### src/rtl/redmule_core_data_demux.sv
// Routes the core OBI data port to N_TGT targets plus an internal MMIO/error responder, keeping responses in order.
// Request path is combinational; internal responses come 1 cycle after grant; grant is withheld when full or when switching targets.
module redmule_core_data_demux #(
  parameter int unsigned             N_TGT     = 3,
  parameter logic [N_TGT*32-1:0]     TGT_BASE  = {32'h1c040000, 32'h1c010000, 32'h00001000},
  parameter logic [N_TGT*32-1:0]     TGT_END   = {32'h1c070000, 32'h1c040000, 32'h1c000000},
  parameter int unsigned             MAX_OUTST = 2,
  parameter logic [7:0]              MMIO_TAG  = 8'h80
) (
  input  logic                  clk_i,
  input  logic                  rst_ni,
  input  logic                  core_req_i,
  output logic                  core_gnt_o,
  input  logic [31:0]           core_addr_i,
  input  logic                  core_we_i,
  input  logic [3:0]            core_be_i,
  input  logic [31:0]           core_wdata_i,
  output logic                  core_rvalid_o,
  output logic [31:0]           core_rdata_o,
  output logic                  core_err_o,
  output logic [N_TGT-1:0]      tgt_req_o,
  input  logic [N_TGT-1:0]      tgt_gnt_i,
  output logic [31:0]           tgt_addr_o,
  output logic                  tgt_wen_o,
  output logic [3:0]            tgt_be_o,
  output logic [31:0]           tgt_wdata_o,
  input  logic [N_TGT-1:0]      tgt_rvalid_i,
  input  logic [N_TGT*32-1:0]   tgt_rdata_i,
  output logic                  exit_valid_o,
  output logic [31:0]           exit_code_o,
  output logic                  putc_valid_o,
  output logic [7:0]            putc_char_o,
  output logic                  proto_err_o
);

  localparam int unsigned SEL_W = $clog2(N_TGT + 2);
  localparam int unsigned CNT_W = $clog2(MAX_OUTST + 1);
  localparam int unsigned PTR_W = (MAX_OUTST > 1) ? $clog2(MAX_OUTST) : 1;
  localparam logic [SEL_W-1:0] SEL_MMIO = SEL_W'(N_TGT);
  localparam logic [SEL_W-1:0] SEL_ERR  = SEL_W'(N_TGT + 1);

  logic [SEL_W-1:0] sel, last_sel, head;
  logic [SEL_W-1:0] fifo_q [MAX_OUTST];
  logic [PTR_W-1:0] wptr, rptr;
  logic [CNT_W-1:0] cnt;
  logic             int_pend, int_err;
  logic             issue_ok, sel_gnt, hs, pop, head_rvalid, viol;
  logic [31:0]      head_rdata;
  logic [N_TGT-1:0] head_mask;

  function automatic logic [PTR_W-1:0] ptr_inc(input logic [PTR_W-1:0] p);
    return (p == PTR_W'(MAX_OUTST - 1)) ? '0 : p + 1'b1;
  endfunction

  assign head = fifo_q[rptr];

  // Walk targets from the top down so the lowest matching index wins.
  always_comb begin
    sel = (core_addr_i[31:24] == MMIO_TAG) ? SEL_MMIO : SEL_ERR;
    for (int i = N_TGT - 1; i >= 0; i--) begin
      if (core_addr_i >= TGT_BASE[i*32 +: 32] && core_addr_i < TGT_END[i*32 +: 32])
        sel = SEL_W'(i);
    end
  end

  always_comb begin
    issue_ok   = (cnt < CNT_W'(MAX_OUTST)) && ((cnt == '0) || (sel == last_sel));
    sel_gnt    = 1'b1;
    tgt_req_o  = '0;
    head_mask  = '0;
    head_rdata = '0;
    for (int i = 0; i < N_TGT; i++) begin
      if (sel == SEL_W'(i)) begin
        sel_gnt      = tgt_gnt_i[i];
        tgt_req_o[i] = core_req_i & issue_ok;
      end
      if (cnt != '0 && head == SEL_W'(i)) begin
        head_mask[i] = 1'b1;
        head_rdata   = tgt_rdata_i[i*32 +: 32];
      end
    end
    core_gnt_o    = issue_ok & sel_gnt;
    hs            = core_req_i & core_gnt_o;
    head_rvalid   = |(tgt_rvalid_i & head_mask);
    viol          = |(tgt_rvalid_i & ~head_mask);
    pop           = head_rvalid | int_pend;
    core_rvalid_o = pop;
    core_rdata_o  = head_rvalid ? head_rdata : 32'h0;
    core_err_o    = int_pend & int_err;
  end

  assign tgt_addr_o  = core_addr_i;
  assign tgt_wen_o   = ~core_we_i;
  assign tgt_be_o    = core_be_i;
  assign tgt_wdata_o = core_wdata_i;

  always_ff @(posedge clk_i or negedge rst_ni) begin
    if (!rst_ni) begin
      cnt          <= '0;
      wptr         <= '0;
      rptr         <= '0;
      last_sel     <= '0;
      int_pend     <= 1'b0;
      int_err      <= 1'b0;
      proto_err_o  <= 1'b0;
      exit_valid_o <= 1'b0;
      exit_code_o  <= 32'h0;
      putc_valid_o <= 1'b0;
      putc_char_o  <= 8'h0;
      for (int k = 0; k < MAX_OUTST; k++) fifo_q[k] <= '0;
    end else begin
      int_pend     <= hs & (sel >= SEL_MMIO);
      int_err      <= hs & (sel == SEL_ERR);
      exit_valid_o <= 1'b0;
      putc_valid_o <= 1'b0;
      if (hs) begin
        fifo_q[wptr] <= sel;
        wptr         <= ptr_inc(wptr);
        last_sel     <= sel;
        // Byte enables are deliberately ignored for the MMIO window.
        if (sel == SEL_MMIO && core_we_i) begin
          if (core_addr_i[7:0] == 8'h00) begin
            exit_code_o  <= core_wdata_i;
            exit_valid_o <= 1'b1;
          end else if (core_addr_i[7:0] == 8'h04) begin
            putc_char_o  <= core_wdata_i[7:0];
            putc_valid_o <= 1'b1;
          end
        end
      end
      if (pop) rptr <= ptr_inc(rptr);
      if (hs && !pop)      cnt <= cnt + 1'b1;
      else if (!hs && pop) cnt <= cnt - 1'b1;
      if (viol) proto_err_o <= 1'b1;
    end
  end

endmodule

### config.mk
export PLATFORM = sky130hd
export DESIGN_NAME = redmule_core_data_demux
export DESIGN_NICKNAME = d
export VERILOG_FILES = /design/src/rtl/redmule_core_data_demux.sv
export SDC_FILE = /design/constraint.sdc
export NUM_CORES = 1
export LEC_CHECK = 0
export BUFFER_PORTS_ARGS = -buffer_cell sky130_fd_sc_hd__buf_2
export CAP_MARGIN = 10
export CORE_AREA = 2 2 124 126
export CTS_BUF_LIST = sky130_fd_sc_hd__clkbuf_16
export CTS_CLUSTER_SIZE = 12
export DETAILED_ROUTE_END_ITERATION = 10
export DIE_AREA = 0 0 126 128
export PLACE_DENSITY = 0.63
export SETUP_SLACK_MARGIN = 0.3
export SLEW_MARGIN = 30
export SYNTH_ARGS = -nofsm -noshare
export SYNTH_HDL_FRONTEND = slang
export SYNTH_SLANG_ARGS = --single-unit
### constraint.sdc
create_clock -name clk_i -period 6.6 [get_ports clk_i]
set_input_delay 0.66 -clock clk_i [delete_from_list [all_inputs] [get_ports clk_i]]
set_output_delay 0.66 -clock clk_i [all_outputs]
set_load 0.03 [all_outputs]
==> results of run 1 <==
==> worst max-delay path, stage by stage, from the launching register on <==
cell	delay [ns]
dfrtp_1	0.53
mux2_2	0.64
nor2_2	0.18
buf_4	0.36
nand2_1	0.10
o21ai_0	0.14
nand2_2	0.42
nor2_1	0.22
buf_2	0.22
==> Yosys cell counts (2+ instances only) <==
library cell	number	area [µm²]
nand2_1	75	281.5
buf_4	71	533.0
a21oi_1	68	340.3
dfrtp_1	58	1451
nor2_1	48	180.2
mux2_1	30	337.8
mux2_2	20	225.2
clkbuf_1	18	67.56
nor4_1	6	37.54
inv_1	5	18.77
nand3_1	5	25.02
nor3_1	5	25.02
mux2i_1	4	40.04
o21ai_0	4	20.02
and3_1	3	18.77
nand4b_1	3	26.28
o31ai_1	3	22.52
or3_1	3	18.77
and2_1	2	12.51
or2_1	2	12.51
xnor2_1	2	17.52
xor2_1	2	17.52
==> area by class of cell <==
| type | instances | share of cell area [%] |
|---|---|---|
| multi-input combinational | 304 | 34.35 |
| timing repair buffer | 311 | 29.18 |
| sequential | 58 | 26.91 |
| tap | 188 | 4.361 |
| clock buffer | 9 | 4.175 |
| clock inverter | 7 | 0.6727 |
| inverter | 5 | 0.3479 |
==> metrics by stage <==
| stage | hold WS [ns] | power [mW] | instances | util [%] |
|---|---|---|---|---|
| 5_1_grt | 0.4927 | 1.297 | 882 | 36.29 |
| 3_5_place_dp | 0.4694 | 0.8229 | 866 | 34.53 |
| 4_1_cts | 0.4808 | 1.239 | 882 | 36.29 |
| 3_3_place_gp | 0.4641 | 0.8188 | 865 | 34.41 |
| 6_report | 0.4769 | 1.219 | 882 | 36.29 |
| 2_1_floorplan | 0.3644 | 0.7092 | 456 | - |
==> registers in the layout, indices dropped and copies added (netlist names), 2 cells and up <==
| register | cells |
|---|---|
| exit_code_o | 32 |
| cnt | 2 |
| last_sel | 3 |
| putc_char_o | 8 |
| fifo_q | 6 |
==> where the power goes <==
part	total, mW	switching (mW)	internal (mW)	leakage, nW
clock network	0.406	0.158	0.248	0.125
logic	0.400	0.249	0.151	2.18
registers	0.413	0.0314	0.382	0.782
total	1.22	0.438	0.781	3.09
==> per-layer routing <==
layer / track usage [%] / wire (µm) / vias to the layer above / share of wire [%]
met3: 3.589 / 907 / 15 / 7.7
met2: 24.73 / 5921 / 195 / 50
met1: 15.89 / 4778 / 1837 / 40
met5: 0 / 0 / - / 0
li1: - / - / 1959 / -
met4: 4.266 / 219 / 0 / 1.9
==> worst paths after layout <==
kind	startpoint	to	slack (ns)	cells past startpoint
min reg2reg	exit_code_o[12]$_DFFE_PN0P_	exit_code_o[12]$_DFFE_PN0P_	0.48	1
min	exit_code_o[12]$_DFFE_PN0P_	exit_code_o[12]$_DFFE_PN0P_	0.48	1
max reg2reg	rptr$_DFFE_PN0P_	cnt[1]$_DFFE_PN0P_	3.74	10
max in group asynchronous	rst_ni	exit_code_o[16]$_DFFE_PN0P_	5.62	2
min in group asynchronous	rst_ni	exit_code_o[2]$_DFFE_PN0P_	0.49	2
max	rptr$_DFFE_PN0P_	core_rdata_o[18]	2.80	8
==> kinds of logic (layout without fill, tap and decap cells) <==
kind of cell	Yosys count	count (layout)	synth area share (%)
simple gates	160	160	18.35
buf+inv	94	332	15.86
compound gates	85	85	11.98
flops	58	58	37.16
mux	54	54	15.44
xor+xnor	4	4	0.8970
fa+ha+maj	1	1	0.3203
==> flow_summary_export.csv, run 1 <==
group,metric,value,unit
status,status,"finished clean",
placed_design,gp_congestion,0.7480,
timing,timing.final.ws_setup,2.799,ns
route,viasPerCell,4.542,
timing,drv_slew,0,
grt,grtUsageTotal,13.71,%
die,start_util,26.28,%
die,die_area,0.01613,mm²
timing,fin_tns_setup,0,ns
die,num_rows,45,
timing,fin_skew,0.004688,ns
run,maxCapViolations,0,
synthesis,ys_warn_count,0,
clock_tree,cts_setup_buffers,0,
grt,grt_pass1_vias,3572,
synthesis,ys_ff_latch,58,
clock_tree,htree_num_levels,3,
final_layout,area_delta_synth_final,38.08,%
timing,grt_setup_unrepaired,"false",
clock_tree,clk_path_buf_depth,2,
placed_design,dp_slack,2.973,ns
grt,grt_first_pass_wirelength,17840,µm
clock_tree,cts_root_buf,"clkbuf_16",
clock_tree,hold_buffers,0,
final_layout,final_layout_size_suffix_gt1_share,50.29,%
min_path,hp-class,"reg2reg",
critical_path,worstSetupEndpointType,"primary output",
clock_tree,cts-resized-gates,0,
route,ant_nets,0,
timing,layout_min_cycle_time,3.801,ns
grt,grt-ovfl-total,0,
pwr,p_leak,3.090,nW
placed_design,io_buffers,307,
timing,hold_violations,0,
synthesis,syn_avg_cell_area,8.566,µm²
synthesis,synth_nets,631,
timing,fmax,263.1,MHz
clock_tree,clkTransAtPathRegs,0.05,ns
critical_path,crit_required,5.94,ns
timing,setup_viol,0,
critical_path,path_class,"reg2out",
pwr,power_density,226.0,mW/mm²
synthesis,synth-main-ff-cell,"dfrtp_1",
timing,worst_pin_slew,0.7472,ns
route,drc,0,
grt,antenna_found_initial,0,
clock_tree,clk_latency,0.32,ns
synthesis,yosysUniqueCellTypes,41,
final_layout,num-fill-cells,1592,
pwr,vdd_drop_max,0.1211,mV
clock_tree,clkSinkCount,58,
final_layout,final_cell_area,0.005394,mm²
synthesis,async_reset_ff_share,100.0,%
die,dieHeight,128,µm
synthesis,netlist_instances,456,
die,ioPinCount,324,
synthesis,synth_edf_count,0,
route,vias,4006,
placed_design,placedInstanceArea,0.005132,mm²
die,die_w,126,µm
final_layout,ff_latch_area,0.001451,mm²
final_layout,final_cell_mix,"buf_2, nand2_1, a21oi_1",
final_layout,num_antenna_cells,0,
placed_design,place_hpwl,9329,µm
clock_tree,cts_tree,"done",
clock_tree,cts_buffers,9,
timing,period_share,57.59,%
timing,maxSlewHeadroom,50.19,%
final_layout,final_nets,864,
critical_path,worstPathMaxFanout,35,
die,core-area,0.01486,mm²
synthesis,syn_area,0.003906,mm²
synthesis,synth-seq-area-share,37.16,%
critical_path,worstPathArrival,3.14,ns
route,detail_route.wl_per_cell,13.41,µm
route,drt-total-wl,11830,µm
critical_path,setup.worst_path.start_class,"flip-flop",
route,drt_iter0_markers,88,
route,dr.pass1.iters,4,
grt,grt_start_max_net_pins,59,
final_layout,final_common_cell,"buf_2",
final_layout,multiInputGateArea,0.001853,mm²
(Power assumes the default switching activity.)
==> inputs of run 2 (changes only) <==
Settings changed: CORE_AREA 2 2 124 126 to 2 2 127 129, DIE_AREA 0 0 126 128 to 0 0 129 131, PLACE_DENSITY 0.63 to 0.6.
Clock period 6.6 ns to 3.6 ns, I/O delays scaled along.
==> flow_summary_export.csv, run 2 (same netlist as run 1, synthesis figures left out) <==
group,metric,value,unit
status,status,"finished clean",
placed_design,gp_congestion,0.7665,
critical_path,setup.worst_path.start_class,"flip-flop",
die,num_rows,46,
pwr,finalPower,2.475,mW
timing,hold_violations,0,
grt,grt_pass1_vias,3507,
clock_tree,clkSinkCount,58,
critical_path,reg2reg_to,"cnt[1]$_DFFE_PN0P_",
final_layout,num-fill-cells,1657,
critical_path,regToRegSetupSlack,1.14,ns
grt,grt-ovfl-total,0,
die,start_util,25.04,%
critical_path,crit_required,3.24,ns
timing,maxSlewHeadroom,44.04,%
critical_path,critPathTopFamily,"multiplexers",
critical_path,worstPathMaxFanout,22,
timing,grt_setup_unrepaired,"false",
critical_path,worstRegToRegCells,8,
final_layout,largest_register_ffs,32,
timing,fin_tns_setup,0,ns
min_path,hp-class,"in2async",
clock_tree,cts_tree,"done",
pwr,power_density,445.6,mW/mm²
critical_path,cpPeakStageDelay,0.54,ns
clock_tree,cts_buffers,9,
critical_path,worstPathArrival,2.75,ns
run,maxCapViolations,0,
final_layout,final_layout_size_suffix_gt1_share,51.07,%
final_layout,final_cell_mix,"buf_2, nand2_1, a21oi_1",
grt,grt_start_max_net_pins,35,
die,die_area,0.01690,mm²
route,ant_nets,0,
clock_tree,clk_latency,0.32,ns
route,dr.pass1.iters,4,
pwr,p_leak,3.148,nW
placed_design,dp_slack,0.4086,ns
route,drt-total-wl,12650,µm
clock_tree,hold_buffers,0,
grt,grtUsageTotal,13.55,%
timing,fin_skew,0.006863,ns
timing,fmax,321.6,MHz
route,drc,0,
grt,antenna_found_initial,1,
final_layout,final_cells,916,
clock_tree,clkTransAtPathRegs,0.06,ns
placed_design,place_hpwl,10230,µm
route,detail_route.wl_per_cell,13.81,µm
route,viasPerCell,4.306,
critical_path,crit_chain,"mux2_2 -> mux2i_1 -> o21ai_0 -> nand2_2 -> buf_4 -> nor2_1 -> buf_2",
die,core-area,0.01560,mm²
critical_path,worstSetupEndpointType,"primary output",
die,dieHeight,131,µm
timing,worst_pin_slew,0.8218,ns
clock_tree,clk_path_buf_depth,2,
placed_design,place_inst,899,
timing,timing.final.ws_setup,0.4902,ns
timing,layout_min_cycle_time,3.110,ns
clock_tree,cts_setup_buffers,0,
clock_tree,cts_root_buf,"clkbuf_16",
final_layout,reg.largest.list,"exit_code_o (32), putc_char_o (8), fifo_q (6)",
route,vias,3944,
die,ioPinCount,324,
final_layout,largest_register,"exit_code_o",
timing,drv_slew,0,
critical_path,timing.rr.start,"rptr$_DFFE_PN0P_",
pwr,vdd_drop_max,0.3803,mV
clock_tree,htree_num_levels,3,
route,drt_iter0_markers,88,
timing,setup_viol,0,
critical_path,path_class,"reg2out",
grt,grt_first_pass_wirelength,17960,µm
final_layout,final_common_cell,"buf_2",
final_layout,final_nets,869,
placed_design,io_buffers,307,
timing,period_share,86.38,%
critical_path,cp.depth,7,
critical_path,cp_slowest_cell,"dfrtp_1",
final_layout,area_delta_synth_final,42.22,%
critical_path,crit_buf_inv,2,
die,die_w,129,µm
## run 2: cell count changes in the layout (fill, tap and decap cells not counted), sizes merged
cell      before  now
diode          0    1
clkinvlp       1    2
clkinv         6    2
bufinv         0    3
buf          311  316
## run 2: final cells by class
| type | instances | area (µm²) | area share (%) |
|---|---|---|---|
| clock buffer | 9 | 225.2 | 4.054 |
| tap | 216 | 270.3 | 4.865 |
| clock inverter | 7 | 117.6 | 2.117 |
| antenna | 1 | 2.502 | 0.04505 |
| timing repair buffer | 316 | 1617 | 29.10 |
| multi-input combinational | 304 | 1853 | 33.36 |
| inverter | 5 | 18.77 | 0.3378 |
| sequential | 58 | 1451 | 26.13 |
## run 2: how the worst max path moves through the flow
stage                     start                     endpoint  slack (ns)
2_1_floorplan   core_addr_i[28]   exit_code_o[0]$_DFFE_PN0P_        0.79
3_3_place_gp    core_addr_i[19]  exit_code_o[28]$_DFFE_PN0P_        0.46
3_5_place_dp    core_addr_i[30]   exit_code_o[8]$_DFFE_PN0P_        0.41
4_1_cts        rptr$_DFFE_PN0P_              core_rdata_o[0]        0.36
5_1_grt        rptr$_DFFE_PN0P_              core_rdata_o[3]        0.32
6_report       rptr$_DFFE_PN0P_             core_rdata_o[27]        0.49
## run 2: metal layers
metal  GRT usage (%)  up-vias  part of all wire, %  wire (µm)
li1                -     1969                    -          -
met1           16.14     1801                   41       5232
met2           24.40      164                   51       6402
met3           3.705       10                  6.7        852
met4           3.069        0                  1.3        160
met5               0        -                    0          0
## run 2: what timing repair did
action,CTS,global route
gates resized for setup,0,1
endpoints found under the hold margin,0,0
setup endpoints to repair,0,22
## run 2: metrics by stage
step / hold WS (ns) / area [µm²] / utilization [%]
6_report: 0.1056 / 5555 / 35.62
3_3_place_gp: 0.4529 / 5207 / 33.39
3_5_place_dp: 0.4578 / 5207 / 33.39
4_1_cts: 0.1290 / 5550 / 35.58
2_1_floorplan: 0.06441 / 3906 / -
5_1_grt: 0.1660 / 5553 / 35.60
## run 2: worst register-to-register path: cells and delay by family (launching register included)
family	cells	cell delay, ns
xor gates and xnor gates	2	0.29
AOI/OAI and AO/OA	2	0.51
muxes	2	0.69
DFF	1	0.54
and+or+nand+nor	1	0.12
adders and majority gates	1	0.24
## run 2: report_power, final
| group | internal, mW | switching (mW) | leakage (nW) |
|---|---|---|---|
| clock network | 0.674 | 0.295 | 0.159 |
| registers | 0.700 | 0.0581 | 0.782 |
| logic | 0.286 | 0.464 | 2.21 |
| total | 1.66 | 0.816 | 3.15 |
==> inputs of run 3 (changes only) <==
--- a/config.mk
+++ b/config.mk
@@ -14,3 +14,3 @@
 export DIE_AREA = 0 0 129 131
-export PLACE_DENSITY = 0.6
+export REMOVE_ABC_BUFFERS = 1
 export SETUP_SLACK_MARGIN = 0.3
==> constraint.sdc (replaced) <==
create_clock -name clk_i -period 3.6 [get_ports clk_i]
set_input_delay 0.18 -clock clk_i [delete_from_list [all_inputs] [get_ports clk_i]]
set_output_delay 0.18 -clock clk_i [all_outputs]
set_load 0.03 [all_outputs]
==> flow_summary_export.csv, run 3 (same netlist as run 1, synthesis figures left out) <==
group,metric,value,unit
status,status,"finished clean",
final_layout,reg.largest.list,"exit_code_o (32), putc_char_o (8), fifo_q (6)",
route,drc,0,
timing,hold_violations,0,
pwr,finalPower,2.400,mW
critical_path,worstSetupEndpointType,"primary output",
timing,fin_tns_setup,0,ns
timing,layout_min_cycle_time,2.838,ns
final_layout,final_common_cell,"buf_2",
grt,grtUsageTotal,13.39,%
clock_tree,cts_root_buf,"clkbuf_16",
final_layout,final_cell_area,0.005515,mm²
critical_path,crit_required,3.42,ns
critical_path,worstPathArrival,2.66,ns
critical_path,setup.worst_path.start_class,"flip-flop",
die,dieHeight,131,µm
pwr,vdd_drop_max,0.3884,mV
clock_tree,clk_latency,0.32,ns
critical_path,critPathLaunch,"rptr$_DFFE_PN0P_",
die,die_w,129,µm
pwr,p_leak,3.138,nW
pwr,power_density,435.2,mW/mm²
grt,grt-ovfl-total,0,
clock_tree,clkSinkCount,58,
placed_design,io_buffers,307,
min_path,hp-class,"in2reg",
final_layout,final_cell_mix,"buf_2, nand2_1, a21oi_1",
placed_design,placedInstanceArea,0.005185,mm²
route,detail_route.wl_per_cell,13.41,µm
grt,grt_pass1_vias,3724,
placed_design,gp_congestion,0.8440,
clock_tree,cts_buffers,9,
die,die_area,0.01690,mm²
critical_path,timing.rr.start,"rptr$_DFFE_PN0P_",
min_path,hold_path.startpoint,"core_wdata_i[22]",
placed_design,dp_slack,0.6326,ns
run,maxCapViolations,0,
die,ioPinCount,324,
route,drt_iter0_markers,110,
die,core-area,0.01560,mm²
route,dr.pass1.iters,4,
timing,setup_viol,0,
route,vias,4045,
route,ant_nets,0,
final_layout,largest_register_ffs,32,
clock_tree,cts_tree,"done",
final_layout,final_layout_size_suffix_gt1_share,50.65,%
grt,grt_start_max_net_pins,34,
final_layout,num_antenna_cells,0,
clock_tree,clk_path_buf_depth,2,
critical_path,worstPathMaxFanout,33,
final_layout,num-fill-cells,1667,
final_layout,largest_register,"exit_code_o",
timing,worst_pin_slew,0.7176,ns
timing,drv_slew,0,
route,drt-total-wl,12250,µm
critical_path,path_class,"reg2out",
placed_design,place_hpwl,9701,µm
final_layout,area_delta_synth_final,41.19,%
final_layout,ff_latch_area,0.001451,mm²
route,viasPerCell,4.430,
timing,grt_setup_unrepaired,"false",
grt,antenna_found_initial,0,
timing,maxSlewHeadroom,51.14,%
final_layout,multiInputGateArea,0.001851,mm²
timing,fmax,352.3,MHz
timing,timing.final.ws_setup,0.7619,ns
clock_tree,clkTransAtPathRegs,0.05,ns
clock_tree,htree_num_levels,3,
final_layout,final_nets,867,
die,num_rows,46,
timing,period_share,78.84,%
timing,fin_skew,0.008490,ns
grt,grt_first_pass_wirelength,17960,µm
die,start_util,25.04,%
[run 3: critical path, stage by stage, from the launching register on]
cell and delay [ns]:
dfrtp_1 0.53, mux2_2 0.62, o21ai_0 0.34, nand2_1 0.19, buf_4 0.28, nor2_1 0.15
buf_2 0.22
[run 3: what timing repair did]
action                                 in CTS  in global routing
setup buffers                               0                  0
hold buffers                                1                  0
gates resized for setup                     0                  0
endpoints found under the hold margin      30                  0
[run 3: path summary, 6_finish.rpt]
kind	cells after the start	slack [ns]	end
setup / recovery	6	0.76	core_rdata_o[22]
hold / removal	2	0.09	exit_code_o[22]$_DFFE_PN0P_
setup reg to reg	6	1.11	cnt[1]$_DFFE_PN0P_
hold reg to reg	1	0.48	exit_code_o[11]$_DFFE_PN0P_
max in group asynchronous	3	2.34	exit_code_o[29]$_DFFE_PN0P_
min in group asynchronous	2	0.42	exit_code_o[3]$_DFFE_PN0P_
[run 3: per-stage QoR]
stage	utilization [%]	hold WS (ns)	cells
global placement	33.24	0.2593	896
detailed placement	33.24	0.2708	896
floorplan	-	-0.1156	367
CTS	35.36	0.06526	913
global route	35.36	0.08743	913
finish	35.36	0.08613	913
[run 3: routing by layer]
layer	vias up	wire length (µm)	global-route usage, %
li1	1965	-	-
met1	1843	5162	15.38
met2	224	5833	23.78
met3	13	1045	3.705
met4	0	205	5.115
met5	-	0	0
[run 3: final cells by class]
| cell class | count | area share [%] |
|---|---|---|
| Timing Repair Buffer | 314 | 29.08 |
| Clock buffer | 9 | 4.083 |
| Tap cell | 216 | 4.900 |
| Clock inverter | 7 | 1.724 |
| Multi-Input combinational cell | 304 | 33.55 |
| Inverter | 5 | 0.3403 |
| Sequential cell | 58 | 26.32 |
[run 3: where the power goes]
| part | switching [mW] | internal [mW] | total, mW |
|---|---|---|---|
| Clock | 0.294 | 0.604 | 0.898 |
| Sequential | 0.0589 | 0.700 | 0.759 |
| Combinational | 0.463 | 0.281 | 0.744 |
